**src/rtl/rob_fill_arbiter_if.sv**
```systemverilog
// rob_fill_arbiter_if
// Bundles the execute-side result requests and the ROB-side fill ports of
// rob_fill_arbiter.
//   req_valid/req_ready/req_idx/req_data/req_exc : one lane per result source
//   wp_valid/wp_idx/wp_data/wp_exc/wp_src        : one lane per ROB fill port
// Modports:
//   slave  - the arbiter (consumes requests, drives grants and fill ports)
//   master - the environment (drives requests, observes grants and fills)
interface rob_fill_arbiter_if #(
    parameter int NUM_REQ   = 6,
    parameter int NUM_WP    = 2,
    parameter int ROB_IDX_W = 5,
    parameter int DATA_W    = 32
) ();
    logic [NUM_REQ-1:0]           req_valid;
    logic [NUM_REQ-1:0]           req_ready;
    logic [NUM_REQ*ROB_IDX_W-1:0] req_idx;
    logic [NUM_REQ*DATA_W-1:0]    req_data;
    logic [NUM_REQ-1:0]           req_exc;

    logic [NUM_WP-1:0]            wp_valid;
    logic [NUM_WP*ROB_IDX_W-1:0]  wp_idx;
    logic [NUM_WP*DATA_W-1:0]     wp_data;
    logic [NUM_WP-1:0]            wp_exc;
    logic [NUM_WP*3-1:0]          wp_src;

    modport slave (
        input  req_valid, req_idx, req_data, req_exc,
        output req_ready,
        output wp_valid, wp_idx, wp_data, wp_exc, wp_src
    );

    modport master (
        output req_valid, req_idx, req_data, req_exc,
        input  req_ready,
        input  wp_valid, wp_idx, wp_data, wp_exc, wp_src
    );
endinterface

```
**src/rtl/rob_fill_arbiter.sv**
```systemverilog
// rob_fill_arbiter
// Shares the ROB completion-fill write ports between NUM_REQ execution-unit
// result sources. Each cycle up to NUM_WP valid sources are granted in
// round-robin order starting at rr_ptr and their results are registered into
// a single output stage that the ROB consumes unless it stalls.
// Ports:
//   clk       - clock, all state on posedge
//   rst_n     - asynchronous active-low reset
//   flush     - drops the output stage and restarts round-robin at source 0
//   rob_stall - ROB cannot accept fills; output stage and pointer hold
//   bus       - rob_fill_arbiter_if.slave: requests in, grants and fill ports out
module rob_fill_arbiter #(
    parameter int NUM_REQ   = 6,
    parameter int NUM_WP    = 2,
    parameter int ROB_IDX_W = 5,
    parameter int DATA_W    = 32
) (
    input  logic                clk,
    input  logic                rst_n,
    input  logic                flush,
    input  logic                rob_stall,
    rob_fill_arbiter_if.slave   bus
);
    localparam int SRC_W = 3;
    localparam int CW    = SRC_W + 1;   // one extra bit so ptr+offset cannot overflow

    logic                  grant_en;
    logic [SRC_W-1:0]      rr_ptr_reg;
    logic [SRC_W-1:0]      rr_ptr_next;
    logic [SRC_W-1:0]      gnt_src [2];
    logic [1:0]            gnt_found;
    logic [SRC_W-1:0]      last_gnt;

    logic [NUM_WP-1:0]           wp_valid_reg;
    logic [NUM_WP*ROB_IDX_W-1:0] wp_idx_reg;
    logic [NUM_WP*DATA_W-1:0]    wp_data_reg;
    logic [NUM_WP-1:0]           wp_exc_reg;
    logic [NUM_WP*SRC_W-1:0]     wp_src_reg;

    assign grant_en = !rob_stall && !flush;

    // Round-robin scan: walk offsets 0..NUM_REQ-1 from rr_ptr, wrapping by
    // subtraction since NUM_REQ need not be a power of two. The first valid
    // source becomes grant 0, the next one grant 1.
    always_comb begin
        logic [CW-1:0] cand;
        gnt_found  = '0;
        gnt_src[0] = '0;
        gnt_src[1] = '0;
        cand       = '0;
        for (int i = 0; i < NUM_REQ; i++) begin
            cand = {1'b0, rr_ptr_reg} + CW'(i);
            if (cand >= CW'(NUM_REQ)) begin
                cand = cand - CW'(NUM_REQ);
            end
            if (bus.req_valid[cand[SRC_W-1:0]]) begin
                if (!gnt_found[0]) begin
                    gnt_found[0] = 1'b1;
                    gnt_src[0]   = cand[SRC_W-1:0];
                end else if (!gnt_found[1] && NUM_WP == 2) begin
                    gnt_found[1] = 1'b1;
                    gnt_src[1]   = cand[SRC_W-1:0];
                end
            end
        end
    end

    // Pointer moves just past the last grant of the cycle.
    always_comb begin
        last_gnt    = gnt_found[1] ? gnt_src[1] : gnt_src[0];
        rr_ptr_next = (last_gnt == SRC_W'(NUM_REQ - 1)) ? '0 : last_gnt + 1'b1;
    end

    // Ready is gated by rst_n so it is low for the whole time reset is held.
    generate
        for (genvar gi = 0; gi < NUM_REQ; gi++) begin : g_ready
            assign bus.req_ready[gi] = rst_n && grant_en &&
                ((gnt_found[0] && gnt_src[0] == SRC_W'(gi)) ||
                 (gnt_found[1] && gnt_src[1] == SRC_W'(gi)));
        end
    endgenerate

    always_ff @(posedge clk or negedge rst_n) begin
        if (!rst_n) begin
            wp_valid_reg <= '0;
            wp_idx_reg   <= '0;
            wp_data_reg  <= '0;
            wp_exc_reg   <= '0;
            wp_src_reg   <= '0;
            rr_ptr_reg   <= '0;
        end else if (flush) begin
            // Payload fields are don't-care after a flush and simply hold.
            wp_valid_reg <= '0;
            rr_ptr_reg   <= '0;
        end else if (!rob_stall) begin
            for (int p = 0; p < NUM_WP; p++) begin
                wp_valid_reg[p]                       <= gnt_found[p];
                wp_src_reg[p*SRC_W +: SRC_W]          <= gnt_src[p];
                wp_idx_reg[p*ROB_IDX_W +: ROB_IDX_W]  <= bus.req_idx[int'(gnt_src[p])*ROB_IDX_W +: ROB_IDX_W];
                wp_data_reg[p*DATA_W +: DATA_W]       <= bus.req_data[int'(gnt_src[p])*DATA_W +: DATA_W];
                wp_exc_reg[p]                         <= bus.req_exc[gnt_src[p]];
            end
            if (gnt_found[0]) begin
                rr_ptr_reg <= rr_ptr_next;
            end
        end
    end

    assign bus.wp_valid = wp_valid_reg;
    assign bus.wp_idx   = wp_idx_reg;
    assign bus.wp_data  = wp_data_reg;
    assign bus.wp_exc   = wp_exc_reg;
    assign bus.wp_src   = wp_src_reg;

endmodule

```
**src/flat_wrapper.sv**
```systemverilog
// flat-port wrapper written by rule: the top's interface ports become plain ports
module rob_fill_arbiter_flat 
#(
    parameter int NUM_REQ   = 6,
    parameter int NUM_WP    = 2,
    parameter int ROB_IDX_W = 5,
    parameter int DATA_W    = 32
)
  (clk, rst_n, flush, rob_stall, bus_req_valid, bus_req_idx, bus_req_data, bus_req_exc, bus_req_ready, bus_wp_valid, bus_wp_idx, bus_wp_data, bus_wp_exc, bus_wp_src);
  rob_fill_arbiter_if #(.NUM_REQ(NUM_REQ), .NUM_WP(NUM_WP), .ROB_IDX_W(ROB_IDX_W), .DATA_W(DATA_W)) bus_i ();
  input  logic clk;
  input  logic rst_n;
  input  logic flush;
  input  logic rob_stall;
  input wire logic [$bits(bus_i.req_valid)-1:0] bus_req_valid;
  input wire logic [$bits(bus_i.req_idx)-1:0] bus_req_idx;
  input wire logic [$bits(bus_i.req_data)-1:0] bus_req_data;
  input wire logic [$bits(bus_i.req_exc)-1:0] bus_req_exc;
  output wire logic [$bits(bus_i.req_ready)-1:0] bus_req_ready;
  output wire logic [$bits(bus_i.wp_valid)-1:0] bus_wp_valid;
  output wire logic [$bits(bus_i.wp_idx)-1:0] bus_wp_idx;
  output wire logic [$bits(bus_i.wp_data)-1:0] bus_wp_data;
  output wire logic [$bits(bus_i.wp_exc)-1:0] bus_wp_exc;
  output wire logic [$bits(bus_i.wp_src)-1:0] bus_wp_src;
  assign bus_i.req_valid = bus_req_valid;
  assign bus_i.req_idx = bus_req_idx;
  assign bus_i.req_data = bus_req_data;
  assign bus_i.req_exc = bus_req_exc;
  assign bus_req_ready = bus_i.req_ready;
  assign bus_wp_valid = bus_i.wp_valid;
  assign bus_wp_idx = bus_i.wp_idx;
  assign bus_wp_data = bus_i.wp_data;
  assign bus_wp_exc = bus_i.wp_exc;
  assign bus_wp_src = bus_i.wp_src;
  rob_fill_arbiter #(.NUM_REQ(NUM_REQ), .NUM_WP(NUM_WP), .ROB_IDX_W(ROB_IDX_W), .DATA_W(DATA_W)) u_core (.clk(clk), .rst_n(rst_n), .flush(flush), .rob_stall(rob_stall), .bus(bus_i));
endmodule
```
**config.mk**
```make
export PLATFORM = sky130hd
export DESIGN_NAME = rob_fill_arbiter_flat
export DESIGN_NICKNAME = d
export VERILOG_FILES = /design/src/rtl/rob_fill_arbiter_if.sv /design/src/rtl/rob_fill_arbiter.sv /design/src/flat_wrapper.sv
export SDC_FILE = /design/constraint.sdc
export NUM_CORES = 1
export LEC_CHECK = 0
export CAP_MARGIN = 25
export CORE_MARGIN = 2
export CORE_UTILIZATION = 37
export DETAILED_ROUTE_END_ITERATION = 6
export GPL_TIMING_DRIVEN = 0
export PLACE_DENSITY = 0.71
export SYNTH_ARGS = -nofsm -noshare
export SYNTH_HDL_FRONTEND = slang
export SYNTH_SLANG_ARGS = --single-unit
```
**constraint.sdc**
```tcl
create_clock -name clk -period 4 [get_ports clk]
set_input_delay 0.4 -clock clk [delete_from_list [all_inputs] [get_ports clk]]
set_output_delay 0.4 -clock clk [all_outputs]
set_load 0.01 [all_outputs]
```
==> results by group, run 1 <==
Outcome
  – Run status: finished with violations
  – Failing checks: setup timing

Place
  – PortBufs: 327
  – Placed cells: 1670
  – Dpl hpwl: 32100 microns
  – Gpl congestion: 0.920

Setup path
  – Crit path DAT: 3930 ps
  – WS Path Type: register to primary output
  – Worst setup EP type: primary output
  – CP Max Fanout: 6
  – Worst path required time: 3600 ps
  – R2R Setup Slk: -20 ps
  – Nature of the critical path startpoint: register

Global routing
  – Gr ovfl total: 0
  – Largest net degree at the start of global routing: 48
  – Most Crowded Layer GR: met2
  – Initial antenna violation count: 15
  – Global routing usage on met2: 0.579
  – Met3 GRT Util: 0.0704
  – Vias in the first global route: between 10000 and 15000
  – GR Layer Usage met1: 0.418
  – First-pass GRT wire length: 65000 microns
  – Total GRT Usage: 0.345

Yosys
  – Synth area leader: dfrtp_1
  – Main combinational cell family by area after synthesis: compound AO/OA/AOI/OAI gates
  – Syn Inst Count: roughly 1000
  – Post-synthesis simple-gate area fraction: 0.163
  – Synth Cell Area: 8790 sq um
  – Yosys top cell area share: 0.248
  – Synth cell types: 80
  – Asr flop ratio synth: 1.00
  – Complex-gate fraction of the synthesized area: 0.309
  – Main synth FF type: dfrtp_1
  – Top post-synthesis cells by area: dfrtp_1 25%, mux2i_1 14%, mux2_2 5.0%, nand2_1 4.3%, a32oi_1 4.1%
  – Yosys warnings: 0
  – Fraction of synthesized area in multiplexers: 0.196
  – Syn Nets: around 1300
  – Synth Register Bits: 87
  – Post-Syn Area per Cell: 8.60 sq um
  – Sequential-to-total area share from yosys stat: 0.248
  – Adder-Cell Fraction of Synth Area: 0.0156
  – Post-Synth XOR/XNOR Area: 0.00911
  – Number of synthesized flops with an enable pin: 0

Clock network
  – Worst-skew pair later-pin latency: around 360 ps
  – Sink Count: 87
  – CTS root buf: clkbuf_16
  – Hold buffers post-CTS: 0
  – CTS tree: done
  – Max Buffers Root-to-Sink: 2
  – Num CTS Buffers: 9
  – Worst-path clk slew: 70 ps
  – H-tree depth: 3

STA
  – Setup Viol. Count Final: 7
  – Max_slew headroom: 0.471
  – Hold Vio Cnt, Final: 0
  – Fin crit period: 4330 ps
  – Fin. max-slew vios: 0
  – Peak Freq: between 200 and 250 MHz
  – Layout Skew: around 6.0 ps
  – Final WS setup: -334 ps
  – Fin crit share: 1.08
  – RSZ-0062 raised after global routing: yes
  – Worst-Margin Slew: 790 ps
  – Hold slack: ~70 ps

Die
  – Starting Density: 0.376
  – Total core area: 23400 sq um
  – Die area: between 20000 and 30000 sq um
  – IO Pins: 328
  – Row count: 56
  – DIE HEIGHT: 158 microns
  – Horiz. Die Dim: 158 microns

Drt
  – DR vias/cell: around 6.2
  – First-pass DRT Iterations: 5
  – Antenna-violating nets left: 0
  – Routed wire length per instance: 25.0 microns
  – Via count: 11000
  – WL final: approximately 44000 microns
  – Iteration-0 DRC Markers: just under 900
  – DRC viols: 0

Layout
  – Commonest non-fill, non-tap cell in the layout: clkdlybuf4s50_1
  – Max reg flops: 64
  – Fin nets: 1677
  – Multi-input gate area: 6680 sq um
  – # fillers: 2031
  – Most frequent cells in the layout: 320 x clkdlybuf4s50_1, 119 x mux2i_1, 99 x nand2_1
  – Sequential Area: 2180 sq um
  – Finished Layout Cells: 1764
  – Area Overhead vs Synth: 63.0%
  – Layout cell share with drive strength beyond 1: 0.224

Worst hold path
  – HP Class: input port to asynchronous set/reset pin

Power and ir drop
  – Lkg Pwr: 5.78 nW
  – Maximum vdd drop: 0.638 mV
  – Power Dens Cells: 1090 nW/um^2

Job
  – MaxCap Viol Count: 0
## cell type report
type                       instances  share of cell area
tap                              319              0.0278
buffer                            99              0.0547
timing repair buffer             398               0.272
clock buffer                      11              0.0176
antenna                           12             0.00209
inverter                           9             0.00340
multi-input combinational        824               0.466
sequential                        87               0.152
clock inverter                     5             0.00393
## what timing repair did
action,4_1_cts,5_1_grt
pin swaps,41,33
setup endpoints to repair,91,85
cloned,2,0
gates resized for setup,162,141
setup buffers,55,13
## cell families after synthesis
| kind of cell | Yosys count |
|---|---|
| fa+ha+maj | 11 |
| xor+xnor | 7 |
| buf+inv | 112 |
| compound gates | 369 |
| simple gates | 271 |
| flops | 87 |
| mux | 166 |
## through the flow
step | setup slack, ps | util | area (sq um) | setup TNS [ps] | total power [mW]
2_1_floorplan | 6.33 | - | 8870 | 0 | 8.66
3_3_place_gp | -2360 | 0.536 | 12500 | -162680 | 12.3
3_5_place_dp | -1750 | 0.537 | 12600 | -74140 | 12.4
4_1_cts | -256 | 0.593 | 13900 | -1090 | 14.6
5_1_grt | -444 | 0.612 | 14300 | -4950 | 16.4
6_report | -334 | 0.612 | 14300 | -1780 | 15.7
## worst max-delay path: stages, from the launching register on
cell and delay (ps):
dfrtp_2 450, buf_8 140, buf_12 120, inv_8 50, ha_4 230, buf_8 140, xor2_2 160, nor2_2 50
or3b_4 390, a31oi_4 310, nor4_2 100, a211o_1 330, o31a_4 390, or2_4 260, o22a_1 170, nor2_2 110
buf_2 150
## report_power, final
group          internal [mW]  total (mW)  switching (mW)
logic                   6.05        13.1            7.06
clock network          0.518       0.912           0.394
registers               1.31        1.64           0.326
## synthesized netlist by cell type, types with 10 or more instances
library cell,number
or3_1,43
a211oi_1,42
mux2i_1,122
nand2_1,101
a311oi_1,39
mux2_2,39
clkbuf_1,66
o21ai_0,57
ha_1,11
a32oi_1,41
a31oi_1,10
nand4_1,11
o21bai_1,38
and2_1,42
buf_4,13
o21ai_1,38
dfrtp_1,87
a21oi_1,18
nor2_1,26
buf_2,19
o22a_1,40
## per-layer routing
metal	up-vias	wire (microns)
li1	4788	-
met1	5324	16400
met2	684	21500
met3	175	3780
met4	8	2470
met5	-	50
## worst paths after layout
path                       depth (start not counted)                     to                 start
setup / recovery                                  16       bus_req_ready[3]  u_core.rr_ptr_reg[0]
hold / removal                                     1  u_core.bus.wp_data[9]                 rst_n
setup reg to reg                                  18   u_core.rr_ptr_reg[2]  u_core.rr_ptr_reg[0]
hold reg to reg                                    2   u_core.bus.wp_src[1]  u_core.bus.wp_src[1]
max in group asynchronous                          2   u_core.rr_ptr_reg[0]                 rst_n
min in group clk                                   2   u_core.bus.wp_src[1]  u_core.bus.wp_src[1]
Power figures use the tool's default switching activity.
==> run 2, diff against run 1 <==
- SETUP_SLACK_MARGIN: not set -> 0.05
==> run 2 against run 1 <==
  * The run still ends with setup timing left
  * Critical path depth stayed put
  * Setup slack better by 52 ps
  * Count of clock-buffer cells in the layout is 1 lower
  * Worst hold slack better by 420 ps
  * Global-route usage is 0.32 points lower
  * Clock power is 2% higher
  * Non-clock buffer count is 8 higher
  * Clock skew is 3.7 ps higher
  * Cell count is 0.23% higher
  * Design area is 0.81% higher
  * Register-to-register slack better by 50 ps
==> results by group, run 2 (synthesized netlist as in run 1, its figures left out) <==
Die
  – Horiz. Die Dim: 158 microns (unchanged)
  – Total core area: 23400 sq um (unchanged)
  – IO Pins: 328 (unchanged)
  – Row count: 56 (unchanged)
  – DIE HEIGHT: 158 microns (unchanged)
  – Die area: 25000 sq um (unchanged)
  – Starting Density: 0.376 (unchanged)

Setup path
  – R2R Setup Slk: 30 ps (+50 ps)
  – Worst path bufs/invs: 7 (+2)
  – WS Path Type: register to primary output
  – Critical path's largest stage delay: 450 ps (about the same)
  – Crit path DAT: 3880 ps (-50 ps)
  – Worst Setup EP: bus_req_ready[2]
  – Worst setup EP type: primary output
  – Critical register-to-register path endpoint: u_core.bus.wp_exc[1]
  – Worst setup startpoint: u_core.rr_ptr_reg[2]
  – Nature of the critical path startpoint: register
  – CP Max Fanout: 10 (+4)
  – Cell family with the largest share of critical-path delay: buffers and inverters
  – Critical R2R Launch: u_core.rr_ptr_reg[0]
  – Worst path slowest cell: dfrtp_2
  – R2R cell count: 18 (unchanged)
  – Worst path required time: 3600 ps (about the same)
  – CP Depth: 16 (unchanged)
  – Critical path cell sequence: buf_6, buf_4, xnor2_4, buf_12, nor4b_4, buf_4, a221oi_4, buf_6, nand4_1, and2_1, o21ai_0, and4bb_2, clkbuf_4, a2bb2oi_1, nor2_1, buf_2

Layout
  – Final Util: 0.617 (+0.00497)
  – Fin nets: 1685 (+0.48%)
  – Max reg flops: 64 (unchanged)
  – Commonest non-fill, non-tap cell in the layout: clkdlybuf4s50_1
  – Finished Layout Cells: 1768 (+0.23%)
  – # fillers: 1973 (-2.9%)
  – Area Overhead vs Synth: 64.3%
  – Layout cell share with drive strength beyond 1: 0.237 (+0.0133)
  – Post-route design area: 14500 sq um (+0.81%)
  – Most frequent cells in the layout: 320 x clkdlybuf4s50_1, 119 x mux2i_1, 99 x nand2_1

Drt
  – DRC viols: 0 (unchanged)
  – First-pass DRT Iterations: 7 (+2)
  – Antenna-violating nets left: 0 (unchanged)
  – DR vias/cell: 6.24 (+0.27%)
  – Iteration-0 DRC Markers: 992 (+11%)
  – Via count: 11000 (+0.50%)
  – WL final: 44300 microns (+0.38%)
  – Routed wire length per instance: 25.1 microns (+0.15%)

Power and ir drop
  – Power Dens Cells: 1100 nW/um^2 (+0.32%)
  – Logic pwr share: 0.838 (about the same)
  – Lkg Pwr: 5.82 nW (+0.59%)
  – Clock power frac: 0.058 (about the same)
  – Int Pwr: 7.90 mW (+0.18%)
  – Maximum vdd drop: 0.799 mV (+25%)
  – Sw power: 7.95 mW (+2.1%)
  – PnR Total Power: 15.8 mW (+1.1%)
  – Sw Ratio: 0.502 (+0.00475)
  – Sequential fraction of design power: 0.104 (about the same)

Worst hold path
  – Hold path depth: 2
  – HP Class: register to register

STA
  – Max_slew headroom: 0.491 (+0.0194)
  – Fin crit share: 1.07 (-0.0129)
  – Worst-Margin Slew: 761 ps (-29.0 ps)
  – Peak Freq: 234 MHz (+1.2%)
  – Layout Skew: 9.77 ps (+3.75 ps)
  – RSZ-0062 raised after global routing: yes
  – Setup TNS: -1480 ps (+299 ps)
  – Fin. max-slew vios: 0 (unchanged)
  – Hold Vio Cnt, Final: 0 (unchanged)
  – Fin crit period: 4280 ps (-51.7 ps)
  – Final WS setup: -283 ps (+51.7 ps)
  – Setup Viol. Count Final: 6 (-1)
  – Hold slack: 492 ps (+422 ps)

Global routing
  – Total GRT Usage: 0.342 (-0.00317)
  – Gr ovfl total: 0 (unchanged)
  – Largest net degree at the start of global routing: 60 (+25%)
  – Vias in the first global route: 11000 (+0.11%)
  – Initial antenna violation count: 10 (-5)
  – First-pass GRT wire length: 64700 microns (-0.40%)

Clock network
  – Num CTS Buffers: 9 (unchanged)
  – Max Buffers Root-to-Sink: 2 (unchanged)
  – CTS tree: done
  – H-tree depth: 3 (unchanged)
  – CTS root buf: clkbuf_16
  – Worst-path clk slew: 70 ps (about the same)
  – Sink Count: 87 (unchanged)
  – Worst-skew pair later-pin latency: 360 ps (about the same)

Outcome
  – Run status: finished with violations
  – Failing checks: setup timing

Place
  – Post-DP Area: 12600 sq um (+0.24%)
  – Gpl congestion: 0.947 (+2.9%)
  – DP Worst Slack: -1750 ps (-0.320 ps)
  – PortBufs: 327 (unchanged)
  – Dpl hpwl: 32400 microns (+0.86%)
  – Placed cells: 1671 (+0.060%)

Job
  – MaxCap Viol Count: 0 (unchanged)
## run 2: cell types whose count changed in the layout (fill, tap and decap cells not counted), moves of 3 or more
cell,change
a2111oi_2,-3
a211oi_1,-13
a211oi_2,+12
a311oi_1,-7
a311oi_2,+7
buf_2,+3
buf_4,+14
clkbuf_2,-4
diode_2,-4
## run 2: routing by layer
metal  up-vias  share of wire  GRT usage
li1       4800              -          -
met3       160          0.080     0.0641
met4         4          0.053      0.183
met5         -        0.00056          0
met2       700           0.49      0.575
met1      5370           0.38      0.415
## run 2: how the worst min path moves through the flow
stage	from	end
detailed placement	rst_n	u_core.bus.wp_data[10]
global placement	u_core.bus.wp_src[1]	u_core.bus.wp_src[1]
floorplan	rst_n	u_core.bus.wp_data[0]
finish	u_core.bus.wp_src[3]	u_core.bus.wp_src[3]
global route	u_core.bus.wp_src[5]	u_core.bus.wp_src[5]
CTS	u_core.bus.wp_src[3]	u_core.bus.wp_src[3]
## run 2: tightest hold or removal path, stage by stage (launching register included)
cell and delay [ps]:
dfrtp_1 350, nand2_1 50, o21ai_0 60
## run 2: timing repair
action	4_1_cts	5_1_grt
hold endpoints to repair	7	0
hold buffers	1	0
setup buffers	66	10
setup endpoints to repair	90	84
resized for setup	149	158
pin swaps	38	42
## run 2: power groups by stage
stage / clock network, mW / logic, mW / registers [mW]
2_1_floorplan: 0 / 6.95 / 1.73
3_5_place_dp: 0 / 10.8 / 1.64
6_report: 0.926 / 13.3 / 1.64
3_3_place_gp: 0 / 10.7 / 1.64
5_1_grt: 0.959 / 13.9 / 1.66
4_1_cts: 0.915 / 12.0 / 1.63
## run 2: layout make-up
cell class	count	area [sq um]	share of cell area
multi-input cells	824	6840	0.473
flip-flops and latches	87	2180	0.151
inverters	9	48.8	0.00338
clock buffers	10	239	0.0165
diodes	8	20.0	0.00139
well taps	319	399	0.0276
clock inverters	6	75.1	0.00520
repair buffers	406	3910	0.271
plain buffers	99	737	0.0510
